File: config.mk
export PLATFORM = sky130hd
export DESIGN_NAME = hardwired_sequencer
export DESIGN_NICKNAME = d
export VERILOG_FILES = /design/src/rtl/hardwired_sequencer.sv
export SDC_FILE = /design/constraint.sdc
export NUM_CORES = 1
export LEC_CHECK = 0
export ABC_AREA = 1
export BUFFER_PORTS_ARGS = -buffer_cell sky130_fd_sc_hd__buf_2
export CAP_MARGIN = 10
export CORE_UTILIZATION = 49
export DETAILED_ROUTE_END_ITERATION = 16
export MAX_ROUTING_LAYER = met4
export PLACE_DENSITY = 0.89
export SYNTH_ARGS = -nofsm -noshare
export SYNTH_HDL_FRONTEND = slang
export SYNTH_SLANG_ARGS = --single-unit
File: constraint.sdc
create_clock -name clk -period 2.31 [get_ports clk]
set_clock_uncertainty 0.15 [all_clocks]
set_input_delay 0.1155 -clock clk [delete_from_list [all_inputs] [get_ports clk]]
set_output_delay 0.1155 -clock clk [all_outputs]
set_load 0.02 [all_outputs]
File: src/rtl/hardwired_sequencer.sv
// Hardwired control sequencer for the accumulator CPU: T-state counter, instruction decode and strobe generation.
// Optional interrupt cycle with IEN/R flags is enabled by defining CU_INTERRUPT_EN.
module hardwired_sequencer #(
   parameter int DATA_W = 16,
   parameter int ADDR_W = 12,
   parameter int SC_W   = 4
) (
   input  logic              clk,
   input  logic              reset,
   input  logic [DATA_W-1:0] ir,
   input  logic              ac_zero,
   input  logic              ac_neg,
   input  logic              dr_zero,
   input  logic              mem_ready,
   input  logic              start,
   input  logic              irq,
   output logic [5:0]        ld,
   output logic [3:0]        inr,
   output logic [3:0]        clr,
   output logic              rd,
   output logic              wr,
   output logic [7:0]        bus_sel,
   output logic [2:0]        alu_op,
   output logic              halted,
   output logic [SC_W-1:0]   sc
);

   localparam logic [SC_W-1:0] T0 = SC_W'(0);
   localparam logic [SC_W-1:0] T1 = SC_W'(1);
   localparam logic [SC_W-1:0] T2 = SC_W'(2);
   localparam logic [SC_W-1:0] T3 = SC_W'(3);
   localparam logic [SC_W-1:0] T4 = SC_W'(4);
   localparam logic [SC_W-1:0] T5 = SC_W'(5);
   localparam logic [SC_W-1:0] T6 = SC_W'(6);

   localparam int LD_TR = 5, LD_AR = 4, LD_PC = 3, LD_DR = 2, LD_AC = 1, LD_IR = 0;
   localparam int R_AR = 3, R_PC = 2, R_DR = 1, R_AC = 0;

   localparam logic [7:0] BUS_AR  = 8'h02;
   localparam logic [7:0] BUS_PC  = 8'h04;
   localparam logic [7:0] BUS_DR  = 8'h08;
   localparam logic [7:0] BUS_AC  = 8'h10;
   localparam logic [7:0] BUS_IR  = 8'h20;
   localparam logic [7:0] BUS_TR  = 8'h40;
   localparam logic [7:0] BUS_MEM = 8'h80;

   logic [SC_W-1:0]   sc_q;
   logic              halted_q;
   logic              i_bit;
   logic [2:0]        opcode;
   logic [ADDR_W-1:0] addr_field;
   logic              int_cycle;
   logic              mem_op;
   logic              step;
   logic              finish;
   logic              set_halt;
   logic              intr_done;
   logic              unused_bits;

   assign i_bit       = ir[DATA_W-1];
   assign opcode      = ir[DATA_W-2 -: 3];
   assign addr_field  = ir[ADDR_W-1:0];
   assign unused_bits = ^{ir, addr_field, irq};

`ifdef CU_INTERRUPT_EN
   logic ien_q;
   logic r_q;
   logic ion;
   logic iof;
   assign int_cycle = r_q && (sc_q <= T2);
`else
   assign int_cycle = 1'b0;
`endif

   // Decode the current T-state into strobes; memory states stall until mem_ready.
   always_comb begin
      ld        = '0;
      inr       = '0;
      clr       = '0;
      rd        = 1'b0;
      wr        = 1'b0;
      bus_sel   = '0;
      alu_op    = '0;
      mem_op    = 1'b0;
      finish    = 1'b0;
      set_halt  = 1'b0;
      intr_done = 1'b0;
`ifdef CU_INTERRUPT_EN
      ion       = 1'b0;
      iof       = 1'b0;
`endif
      if (reset) begin
         clr[R_PC] = 1'b1;
      end else if (!halted_q) begin
         if (int_cycle) begin
            case (sc_q)
               T0: begin clr[R_AR] = 1'b1; bus_sel = BUS_PC; ld[LD_TR] = 1'b1; end
               T1: begin wr = 1'b1; mem_op = 1'b1; bus_sel = BUS_TR; clr[R_PC] = 1'b1; end
               default: begin inr[R_PC] = 1'b1; intr_done = 1'b1; finish = 1'b1; end
            endcase
         end else begin
            case (sc_q)
               T0: begin bus_sel = BUS_PC; ld[LD_AR] = 1'b1; end
               T1: begin
                  rd = 1'b1; mem_op = 1'b1; bus_sel = BUS_MEM;
                  ld[LD_IR] = 1'b1; inr[R_PC] = 1'b1;
               end
               T2: begin bus_sel = BUS_IR; ld[LD_AR] = 1'b1; end
               T3: begin
                  if (opcode == 3'd7) begin
                     finish = 1'b1;
                     if (!i_bit) begin
                        clr[R_AC] = addr_field[11];
                        if (addr_field[9])      alu_op = 3'd4;
                        else if (addr_field[7]) alu_op = 3'd5;
                        else if (addr_field[6]) alu_op = 3'd6;
                        ld[LD_AC]  = addr_field[9] | addr_field[7] | addr_field[6];
                        inr[R_AC]  = addr_field[5];
                        inr[R_PC]  = (addr_field[4] & ~ac_neg & ~ac_zero)
                                   | (addr_field[3] & ac_neg)
                                   | (addr_field[2] & ac_zero);
                        set_halt   = addr_field[0];
                     end else begin
`ifdef CU_INTERRUPT_EN
                        ion = addr_field[7];
                        iof = addr_field[6];
`endif
                     end
                  end else if (i_bit) begin
                     rd = 1'b1; mem_op = 1'b1; bus_sel = BUS_MEM; ld[LD_AR] = 1'b1;
                  end
               end
               T4: begin
                  case (opcode)
                     3'd0, 3'd1, 3'd2, 3'd6: begin
                        rd = 1'b1; mem_op = 1'b1; bus_sel = BUS_MEM; ld[LD_DR] = 1'b1;
                     end
                     3'd3: begin wr = 1'b1; mem_op = 1'b1; bus_sel = BUS_AC; finish = 1'b1; end
                     3'd4: begin bus_sel = BUS_AR; ld[LD_PC] = 1'b1; finish = 1'b1; end
                     3'd5: begin
                        wr = 1'b1; mem_op = 1'b1; bus_sel = BUS_PC; inr[R_AR] = 1'b1;
                     end
                     default: ;
                  endcase
               end
               T5: begin
                  case (opcode)
                     3'd0, 3'd1, 3'd2: begin
                        ld[LD_AC] = 1'b1; alu_op = opcode + 3'd1; finish = 1'b1;
                     end
                     3'd5: begin bus_sel = BUS_AR; ld[LD_PC] = 1'b1; finish = 1'b1; end
                     3'd6: inr[R_DR] = 1'b1;
                     default: ;
                  endcase
               end
               T6: begin
                  if (opcode == 3'd6) begin
                     wr = 1'b1; mem_op = 1'b1; bus_sel = BUS_DR;
                     inr[R_PC] = dr_zero; finish = 1'b1;
                  end
               end
               default: ;
            endcase
         end
         if (mem_op && !mem_ready) begin
            ld  = '0;
            inr = '0;
            clr = '0;
         end
      end
   end

   assign step   = !mem_op || mem_ready;
   assign halted = halted_q & ~reset;
   assign sc     = reset ? '0 : sc_q;

   // Sequence counter and halt flag; a halted machine parks at T0 until start.
   always_ff @(posedge clk) begin
      if (reset) begin
         sc_q     <= '0;
         halted_q <= 1'b0;
      end else if (halted_q) begin
         sc_q <= '0;
         if (start) halted_q <= 1'b0;
      end else if (step) begin
         sc_q <= finish ? '0 : sc_q + SC_W'(1);
         if (set_halt) halted_q <= 1'b1;
      end
   end

`ifdef CU_INTERRUPT_EN
   // R latches a request only outside fetch so the interrupt cycle always starts at a clean T0.
   always_ff @(posedge clk) begin
      if (reset) begin
         ien_q <= 1'b0;
         r_q   <= 1'b0;
      end else begin
         if (ion) ien_q <= 1'b1;
         if (iof) ien_q <= 1'b0;
         if (intr_done) begin
            ien_q <= 1'b0;
            r_q   <= 1'b0;
         end else if (!halted_q && (sc_q > T2) && ien_q && irq && !r_q) begin
            r_q <= 1'b1;
         end
      end
   end
`endif

endmodule

Yosys cells after proc, flatten, opt, wreduce, memory -nomap -nowiden
Index checks and enable logic that the tools add are counted.
{ "totals": {"regBits": 5, "out_inout_bits": 32} }
{ "op_classes": {"addsub": 2, "eq_ne": 13, "muxes": 84, "n_bitwise": 12, "reduce_logical": 14} }
{ "ops": {"columns": ["cell", "count"], "rows": [
  ["one-hot mux 8 bit (7 select lines)", 1],
  ["two-way mux 1 bit", 50],
  ["two-way mux 8 bit", 4],
  ["one-hot mux 8 bit (4 select lines)", 1],
  ["two-way mux 3 bit", 8],
  ["two-way mux 4 bit", 6],
  ["== test 3 bit, second input constant", 4],
  ["== test 4 x 3 -> 1 bit, second input constant", 3],
  ["two-way mux 5 bit", 2],
  ["== test 4 x 2 -> 1 bit, second input constant", 2],
  ["one-hot mux 1 bit (2 select lines)", 4],
  ["one-hot mux 1 bit (4 select lines)", 2],
  ["OR reduction 2 bit", 4],
  ["OR reduction 4 bit", 2],
  ["== test 3 x 2 -> 1 bit, second input constant", 2],
  ["two-way mux 6 bit", 1],
  ["one-hot mux 1 bit (3 select lines)", 2],
  ["one-hot mux 3 bit (2 select lines)", 1],
  ["OR reduction 6 bit", 1],
  ["AND 1 bit", 5],
  ["adder 4 x 1 -> 4 bit, second input constant", 1],
  ["== test 4 x 1 -> 1 bit, second input constant", 1],
  ["zero test 4 bit", 1],
  ["two-way mux 2 bit", 2],
  ["other kinds (9)", 15]
]} }

Longest topological paths before layout
Gate-level depths: netlist of run 1.
{ "depth": {"word_depth": 12, "ltp_mapped": 12, "mapped_depth_nobuf": 11} }

Worst setup path after synthesis of run 1
No wires, ideal clock.
{ "synth_timing": {"kind": "register to output", "start": "reg sc_q[0]", "end": "out clr[0]", "arrival_time_ps": 1515, "required_time_ps": 2044, "slack_ps": 530, "stages_incl_launch_ff": 10, "path_cell_list": "dfxtp_1 inv_1 ha_1 nand3_1 nor2_4 nor2_4 nand2_4 nand2_4 nand3_2 nor2_1"} }
{ "synth_via": {"elab_chain_cells": 8, "elab_cells_between_ends": 12, "cone_classes": "4 x eq/ne; 7 x mux; 1 x reduce/logical"} }
{ "synth_lines": {"columns": ["item", "line", "text"], "rows": [
  ["from (decl)", "47", "logic [SC_W-1:0] sc_q;"],
  ["from (signal assigned)", "186", "sc_q <= finish ? '0 : sc_q + SC_W'(1);"],
  ["== test 4 x 3 -> 1 bit (tied with other cells)", "102", "case (sc_q)"],
  ["one-hot mux 1 bit (4 select lines)", "102", null],
  ["two-way mux 1 bit", "94", "end else if (!halted_q) begin"],
  ["two-way mux 1 bit", "92", "if (reset) begin"],
  ["logical AND 1 bit", "165", "if (mem_op && !mem_ready) begin"],
  ["two-way mux 1 bit (*)", "165", null],
  ["two-way mux 1 bit (*)", "94", null],
  ["two-way mux 2 bit (*)", "92", null],
  ["to (decl)", "19", "output logic [3:0] clr,"]
]} }
Mark *: on every way between the ends. The rest lies on a longest branch, timed or not. The select of a mux whose other input is x is not followed.

Worst setup path after layout of run 1
{ "layout_timing": {"start": "reg sc_q[2]", "end": "reg halted_q"} }
{ "layout_via": {"elab_chain_cells": 10, "elab_cells_between_ends": 17, "cone_classes": "4 x eq/ne; 11 x mux; 2 x reduce/logical"} }
{ "layout_lines": {"columns": ["item", "line", "text"], "rows": [
  ["== test 4 x 3 -> 1 bit (tied with other cells)", "102", null],
  ["one-hot mux 1 bit (4 select lines)", "102", null],
  ["two-way mux 1 bit", "94", null],
  ["two-way mux 1 bit", "92", null],
  ["two-way mux 1 bit", "94", null],
  ["two-way mux 1 bit", "92", null],
  ["zero test 1 bit", "173", "assign step = !mem_op || mem_ready;"],
  ["logical OR 1 bit", "173", null],
  ["two-way mux 1 bit (*)", "185", "end else if (step) begin"],
  ["two-way mux 1 bit (*)", "182", "end else if (halted_q) begin"],
  ["to (signal assigned)", "181", "halted_q <= 1'b0;"],
  ["to (signal assigned)", "184", "if (start) halted_q <= 1'b0;"],
  ["to (signal assigned)", "187", "if (set_halt) halted_q <= 1'b1;"],
  ["to (decl)", "48", "logic halted_q;"]
]} }
Marks and branches as above.
A chain may end at the register's enable or synchronous reset.

==> flow_summary.ini, run 1 <==
[outcome]
status = completed

[detailed_routing]
drt-initial-drc-count = 28
drc = 0
wire_per_inst_um = 10.82
drt_pass1_iterations = 4
vias = 1184
routed_wirelength_um = 2585
ant_nets = 0
via_per_inst = 4.954

[setup_path]
crit_type = reg2reg
cp_cell_sequence = nor2_4 > nand3_4 > nand2_2 > nor2_4 > nand2_4 > nand2_4 > nand3_2 > o21ai_2 > dlygate4sd3_1
critical_path_required_ns = 2.35
critPathArrivalTime_ns = 2.24
critPathMaxStageDelay_ns = 0.57
cp-startpoint = sc_q[2]$_SDFFE_PP0P_
crit_fanout = 8
r2r_end = halted_q$_SDFF_PP0_
cp_top_family = simple AND/OR/NAND/NOR gates
crit_buf_inv = 1
crit_slowest_cell = dfxtp_1
rrSetupSlack_ns = 0.12
worstSetupStartpointType = flop
end_kind = flop
reg2regPathDepth = 9
reg2reg_from = sc_q[2]$_SDFFE_PP0P_

[yosys]
muxShareOfSynthArea_pct = 0
yosysWarningCount = 0
synth_top_family_by_area = simple AND/OR/NAND/NOR gates
synthAdderAreaFrac_pct = 11.74
synth.distinct_cells = 33
synth_seq_area_share_pct = 9.390
synth_compound_area_share_pct = 13.73
yosys.area_share.simple_pct = 46.01
synth_xor_area_share_pct = 1.643
yosys.area.top_type = ha_1
avgSynthCellArea_um2 = 6.540
synth.ff_latch_count = 5
synthDominantCellAreaShare_pct = 11.74
synthCells = 163
syn-cell-area_um2 = 1066
synthTopCellsByArea = ha_1 (12%), nand2_1 (10%), nor2_1 (9.9%), dfxtp_1 (9.4%), inv_1 (8.1%)

[cells_and_area]
drive_gt1_share_pct = 40.57
mostFrequentLayoutCell = buf_2
fill_cells = 198
register_area_um2 = 101.3
diodes = 0
final_cell_mix = buf_2 (46), nand2_1 (29), nor2_1 (28)
syn_to_final_growth_pct = 25.94
multi_input_area_um2 = 805.8
nets = 247

[power_and_ir_drop]
p_leak_nw = 0.7422
total_power_uw = 799.4
power_density_nw_per_um2 = 595.4
vdd_drop_max_mv = 0.3711

[floorplanning]
core.rowCount = 16
die_area_um2 = 2366
pin_count = 56
dieHeight_um = 48.64
die-width_um = 48.64
initial_core_util_pct = 53.25
core_um2 = 2002

[sta]
fin_crit_ns = 2.194
period_share_pct = 94.99
slew_viol_final = 0
finalHoldViolations = 0
rsz0062_at_grt = no
fmax_mhz = 455.7
setup_violations = 0
setup_tns_ns = 0

[grt]
grt_max_degree = 12
grt_pass1_wl_um = 4250
grt_overflow = 0
grt_pass1_vias = 1074
antenna_found_initial = 0
grt_use_total_pct = 23.11

[worst_hold_path]
min_path_cells = 4
hp-start = mem_ready
worstHoldPathType = in2reg
hold_end = sc_q[2]$_SDFFE_PP0P_

[flow_run]
cap_viol_max_count = 0

[clocking]
clk_path_buf_depth = 2
cts_tree = yes
cts_inserted_buffers = 3
htreeDepth = 1
root_buffer = clkbuf_4
clk_latency_ns = 0.25
clk_pin_slew_ns = 0.05
cts_sinks = 5

[placement]
gp_congestion = 0.8834
post-dp-hpwl_um = 2031
port_buffers = 46
-- layout make-up --
type	count	area share, %
multi-input cells	125	60.02
repair buffers	51	20.32
inverters	27	7.642
flip-flops and latches	5	7.549
well taps	27	2.516
clock buffers	4	1.957
-- report_power, final --
| group | leakage [nW] | switching, mW | internal, mW |
|---|---|---|---|
| sequential | 0.0412 | 0.0311 | 0.108 |
| clock | 0.0150 | 0.0385 | 0.0655 |
| combinational | 0.686 | 0.363 | 0.193 |
-- cell usage after synthesis (all sizes together) --
cell type / number
buf: 10
clkinv: 1
nor3: 7
a211oi: 1
conb: 1
nor2: 33
o211ai: 1
o22ai: 2
a22oi: 1
nand3: 9
nand4: 2
nand2: 38
inv: 26
ha: 10
o21ai: 1
a21oi: 6
a31oi: 6
xnor2: 1
xor2: 1
o311a: 1
dfxtp: 5
-- metrics by stage --
step	instance area [µm²]	util [%]	setup slack (ns)	cells	hold WS (ns)
detailed placement	1272	63.56	0.3824	231	0.2237
global placement	1272	63.56	0.4200	231	0.2152
finish	1343	67.06	0.1157	239	0.09986
floorplan	1081	-	0.5297	167	0.1124
CTS	1319	65.88	0.08041	237	0.09244
global route	1343	67.06	0.004994	239	0.1252
-- routing by layer --
layer | vias up | wire length (µm) | global-route usage, % | share of wire, %
met1 | 510 | 1066 | 25.85 | 41
met3 | 6 | 208 | 4.717 | 8.0
met5 | - | 0 | - | 0
met2 | 63 | 1267 | 39.81 | 49
met4 | 0 | 42 | 9.314 | 1.6
li1 | 605 | - | - | -
-- registers in the layout (all words and copies together) (netlist names) --
name and cells:
sc_q 4, halted_q 1
-- logic make-up after synthesis --
family,Yosys count
simple gates,89
buf+inv,37
compound gates,19
other cells,1
flops,5
fa+ha+maj,10
xor+xnor,2
-- worst max path at each step --
| stage | to | slack [ns] | cells after the start |
|---|---|---|---|
| after floorplan | clr[0] | 0.53 | 9 |
| after CTS | halted_q$_SDFF_PP0_ | 0.08 | 10 |
| after global routing | halted_q$_SDFF_PP0_ | 0.005 | 9 |
| after detailed placement | ld[4] | 0.38 | 10 |
| after global placement | ld[4] | 0.42 | 10 |
| final | halted_q$_SDFF_PP0_ | 0.12 | 9 |
-- worst min-delay path, cell delays in order --
cell     delay [ns]
buf_2          0.08
inv_1          0.09
nand4_1        0.11
a21oi_1        0.06
-- timing repair --
item | 4_1_cts | 5_1_grt
endpoints found under the setup margin | 0 | 4
setup buffers | 0 | 2
resized for setup | 0 | 4
hold buffers | 2 | 0
endpoints found under the hold margin | 1 | 0
Power figures use the tool's default switching activity.
==> inputs of run 2 (changes only) <==
--- a/config.mk
+++ b/config.mk
@@ -13,4 +13,5 @@
 export MAX_ROUTING_LAYER = met4
 export PLACE_DENSITY = 0.89
+export RECOVER_POWER = 50
 export SYNTH_ARGS = -nofsm -noshare
 export SYNTH_HDL_FRONTEND = slang
==> constraint.sdc (replaced) <==
create_clock -name clk -period 2.31 [get_ports clk]
set_clock_uncertainty 0.15 [all_clocks]
set_input_delay 0 -clock clk [delete_from_list [all_inputs] [get_ports clk]]
set_output_delay 0 -clock clk [all_outputs]
set_load 0.02 [all_outputs]
==> flow_summary.ini, run 2 (same netlist as run 1, synthesis figures left out) <==
[outcome]
status = completed

[placement]
dpl.cell_count = 231
gp_congestion = 0.8946
post-dp-hpwl_um = 1930
port_buffers = 46

[sta]
rsz0062_at_grt = no
period_share_pct = 95.25
setup_tns_ns = 0
fmax_mhz = 454.5
slew_viol_final = 0
setup_violations = 0
fin_crit_ns = 2.200
finalHoldViolations = 0

[power_and_ir_drop]
total_power_uw = 792.0
clockPowerShare_pct = 12.8
power.switching_uw = 427.6
p_leak_nw = 0.7014
p_sw_share_pct = 53.99
power_density_nw_per_um2 = 594.4
vdd_drop_max_mv = 0.3835
internal_power_uw = 364.4
combPwrFrac_pct = 69.3
p_seq_share_pct = 17.9

[grt]
antenna_found_initial = 0
grt_pass1_vias = 1007
grt_overflow = 0
grt_pass1_wl_um = 4174
grt_max_degree = 12
grt_use_total_pct = 22.98

[clocking]
clk_latency_ns = 0.24
root_buffer = clkbuf_4
cts_inserted_buffers = 3
cts_sinks = 5
cts_tree = yes
htreeDepth = 1
clk_path_buf_depth = 2
clk_pin_slew_ns = 0.04

[flow_run]
cap_viol_max_count = 0

[setup_path]
critical_path_required_ns = 2.34
critPathArrivalTime_ns = 2.23
worstSetupStartpointType = flop
crit_type = reg2reg
crit_fanout = 5
crit_slowest_cell = dlygate4sd3_1
critPathMaxStageDelay_ns = 0.58
end_kind = flop
cp_cell_sequence = inv_2 > ha_1 > nand3_1 > nor2_4 > nor2_4 > nand2_4 > nand2_4 > nand3_2 > o21ai_2 > dlygate4sd3_1

[cells_and_area]
largest_reg_flops = 4
final_cell_mix = buf_2 (36), nand2_1 (29), nor2_1 (28)
drive_gt1_share_pct = 35.68
nets = 248
diodes = 0
regMostFlops = sc_q
finalNonFillerCells = 240
syn_to_final_growth_pct = 25.00
mostFrequentLayoutCell = buf_2
reg_top3 = sc_q: 4 flops, halted_q: 1 flops

[floorplanning]
core.rowCount = 16
core_um2 = 2002
initial_core_util_pct = 53.25
die-width_um = 48.64
die_area_um2 = 2366
pin_count = 56
dieHeight_um = 48.64

[detailed_routing]
drt_pass1_iterations = 4
wire_per_inst_um = 10.36
ant_nets = 0
via_per_inst = 4.775
vias = 1146
drc = 0
drt-initial-drc-count = 26
routed_wirelength_um = 2487

[worst_hold_path]
worstHoldPathType = in2out
run 2: changes by cell type in the layout (fill, tap and decap cells not counted), sizes merged:
cell and delta:
clkbuf +11, dlygate4sd3 +1, buf -11
run 2: layer usage:
layer  share of wire (%)  vias to the layer above  GRT usage (%)  routed length (µm)
met5                   0                        -              -                   0
met4                   0                        0          4.412                   0
met3                 6.3                        0          4.717                 157
met2                  48                       45          40.51                1185
met1                  46                      494          26.79                1145
li1                    -                      607              -                   -
run 2: power by group through the flow:
stage / Combinational (mW) / Sequential (mW) / Clock, mW
finish: 0.549 / 0.141 / 0.102
global route: 0.599 / 0.143 / 0.117
CTS: 0.550 / 0.136 / 0.105
detailed placement: 0.544 / 0.138 / 0
global placement: 0.535 / 0.135 / 0
floorplan: 0.449 / 0.122 / 0
run 2: path summary, 6_finish.rpt:
kind	from	endpoint	slack [ns]	depth (start not counted)
worst max-delay path	sc_q[0]$_SDFFE_PP0P_	halted_q$_SDFF_PP0_	0.11	10
worst min-delay path	ir[5]	inr[0]	0.16	4
worst max register to register	sc_q[0]$_SDFFE_PP0P_	halted_q$_SDFF_PP0_	0.11	10
worst min register to register	sc_q[1]$_SDFFE_PP0P_	sc_q[1]$_SDFFE_PP0P_	0.41	2
run 2: final cells by class:
type | instances | area, µm²
Fill cell | 194 | 669.4
Clock buffer | 4 | 26.28
Multi-Input combinational cell | 125 | 800.8
Sequential cell | 5 | 102.6
Inverter | 27 | 102.6
Timing Repair Buffer | 52 | 266.5
Tap cell | 27 | 33.78
run 2: through the flow:
step	setup WS [ns]	hold WS (ns)	area [µm²]	util [%]
2_1_floorplan	0.6452	-0.03741	1081	-
3_3_place_gp	0.5310	0.1003	1272	63.56
3_5_place_dp	0.4851	0.1027	1272	63.56
4_1_cts	0.06814	0.1625	1329	66.38
5_1_grt	0.03087	0.1941	1333	66.56
6_report	0.1098	0.1612	1333	66.56
run 2: what timing repair did:
action | CTS | global route
endpoints found under the setup margin | 0 | 1
endpoints found under the hold margin | 2 | 0
gates resized for setup | 0 | 6
setup buffers | 0 | 2
hold buffers | 3 | 0
run 2: worst max-delay path: cells and delay by family, from the launching register on:
family          cells  cell delay, ns
simple gates        6            0.63
compound gates      1            0.13
fa+ha+maj           1            0.22
buf+inv             2            0.65
flops               1            0.36
==> inputs of run 3 (changes only) <==
- CAP_MARGIN: 10 -> 15
- CORE_ASPECT_RATIO: default -> 1.1
- CTS_BUF_LIST: default -> sky130_fd_sc_hd__clkbuf_8 sky130_fd_sc_hd__clkbuf_16
==> flow_summary.ini, run 3 (same netlist as run 1, synthesis figures left out) <==
[grt]
grt_pass1_wl_um = 4002
grt_pass1_vias = 987
grt_use_met1_pct = 26.87
gr-usage-met3_pct = 3.180
grt_overflow = 0
grt_max_degree = 12
grt-busiest-layer = met2
use_met2_pct = 41.44
grt_use_total_pct = 23.05
antenna_found_initial = 0

[cells_and_area]
reg_top3 = sc_q: 4 flops, halted_q: 1 flops
largest_reg_flops = 4
syn_to_final_growth_pct = 25.35
final_cell_mix = buf_2 (37), nand2_1 (29), nor2_1 (28)
register_area_um2 = 100.1
fill_cells = 198
multi_input_area_um2 = 792.0
nets = 247
regMostFlops = sc_q
drive_gt1_share_pct = 34.91
mostFrequentLayoutCell = buf_2
diodes = 0
fin_util_pct = 66.13

[clocking]
clk_pin_slew_ns = 0.04
clk_path_buf_depth = 2
htreeDepth = 1
cts_inserted_buffers = 3
root_buffer = clkbuf_8
cts_tree = yes
clk_latency_ns = 0.22
cts_sinks = 5

[setup_path]
worstSetupStartpointType = flop
crit_fanout = 5
end_kind = flop
critical_path_required_ns = 2.31
critPathArrivalTime_ns = 2.20
crit_type = reg2reg

[placement]
gp_congestion = 0.8752
port_buffers = 46
post-dp-hpwl_um = 2052
place_worst_setup_slack_ns = 0.5214

[worst_hold_path]
worstHoldPathType = in2reg

[detailed_routing]
via_per_inst = 4.892
routed_wirelength_um = 2622
wire_per_inst_um = 10.93
drt_pass1_iterations = 4
drc = 0
vias = 1174
ant_nets = 0
drt-initial-drc-count = 23

[floorplanning]
dieHeight_um = 50.92
die-width_um = 46.47
core_um2 = 2021
initial_core_util_pct = 52.76
core.rowCount = 17
die_area_um2 = 2366
pin_count = 56

[sta]
fin_ws_ns = 0.1125
finalHoldViolations = 0
fmax_mhz = 455.1
slew_viol_final = 0
period_share_pct = 95.13
setup_tns_ns = 0
fin_crit_ns = 2.197
rsz0062_at_grt = no
setup_violations = 0

[flow_run]
cap_viol_max_count = 0

[outcome]
status = completed

[power_and_ir_drop]
power_density_nw_per_um2 = 627.7
p_seq_share_pct = 16.4
internal_power_uw = 403.0
vdd_drop_max_mv = 0.3811
p_leak_nw = 0.7172
combPwrFrac_pct = 65.1
p_sw_share_pct = 51.95
clockPowerShare_pct = 18.5
power.switching_uw = 435.8
## run 3: per-stage QoR
| stage | instance area, µm² | power (mW) | hold WS, ns | cells |
|---|---|---|---|---|
| 3_5_place_dp | 1274 | 0.6851 | 0.1040 | 232 |
| 5_1_grt | 1336 | 0.9009 | 0.04611 | 240 |
| 4_1_cts | 1339 | 0.8458 | 0.01847 | 238 |
| 2_1_floorplan | 1081 | 0.5705 | -0.03741 | 167 |
| 3_3_place_gp | 1274 | 0.6706 | 0.09692 | 232 |
| 6_report | 1336 | 0.8388 | 0.01942 | 240 |
## run 3: routing by layer
metal / vias to the layer above / wire, µm
met1: 528 / 1146
li1: 603 / -
met4: 0 / 0
met2: 43 / 1336
met5: - / 0
met3: 0 / 139
## run 3: final timing paths
| check | from | end | slack [ns] | depth (start not counted) |
|---|---|---|---|---|
| setup / recovery | sc_q[0]$_SDFFE_PP0P_ | halted_q$_SDFF_PP0_ | 0.11 | 10 |
| setup reg to reg | sc_q[0]$_SDFFE_PP0P_ | halted_q$_SDFF_PP0_ | 0.11 | 10 |
| hold / removal | mem_ready | sc_q[2]$_SDFFE_PP0P_ | 0.02 | 4 |
| hold reg to reg | sc_q[0]$_SDFFE_PP0P_ | sc_q[0]$_SDFFE_PP0P_ | 0.43 | 2 |
## run 3: layout make-up
cell class	instances	area share [%]
clock buffers	3	3.090
flip-flops and latches	5	7.491
well taps	28	2.622
inverters	27	7.678
repair buffers	51	19.57
clock inverters	1	0.2809
multi-input cells	125	59.27
## run 3: critical path: stages (launching register included)
cell and delay, ns:
dfxtp_1 0.38, inv_2 0.09, ha_1 0.22, nand3_2 0.13, inv_2 0.07, nand2_1 0.11, nand2_4 0.08, nand2_4 0.10
nand3_2 0.09, o21ai_2 0.12, dlygate4sd3_1 0.57
## run 3: power groups by stage
stage | combinational (mW) | sequential (mW) | clock [mW]
2_1_floorplan | 0.449 | 0.122 | 0
3_3_place_gp | 0.535 | 0.135 | 0
3_5_place_dp | 0.549 | 0.136 | 0
4_1_cts | 0.553 | 0.135 | 0.158
5_1_grt | 0.594 | 0.141 | 0.166
6_report | 0.546 | 0.138 | 0.155
## run 3: repair_timing
action	CTS	global route
resized for setup	0	3
buffers inserted	0	2
hold buffers	2	0
endpoints found under the hold margin	1	0
setup endpoints to repair	0	1
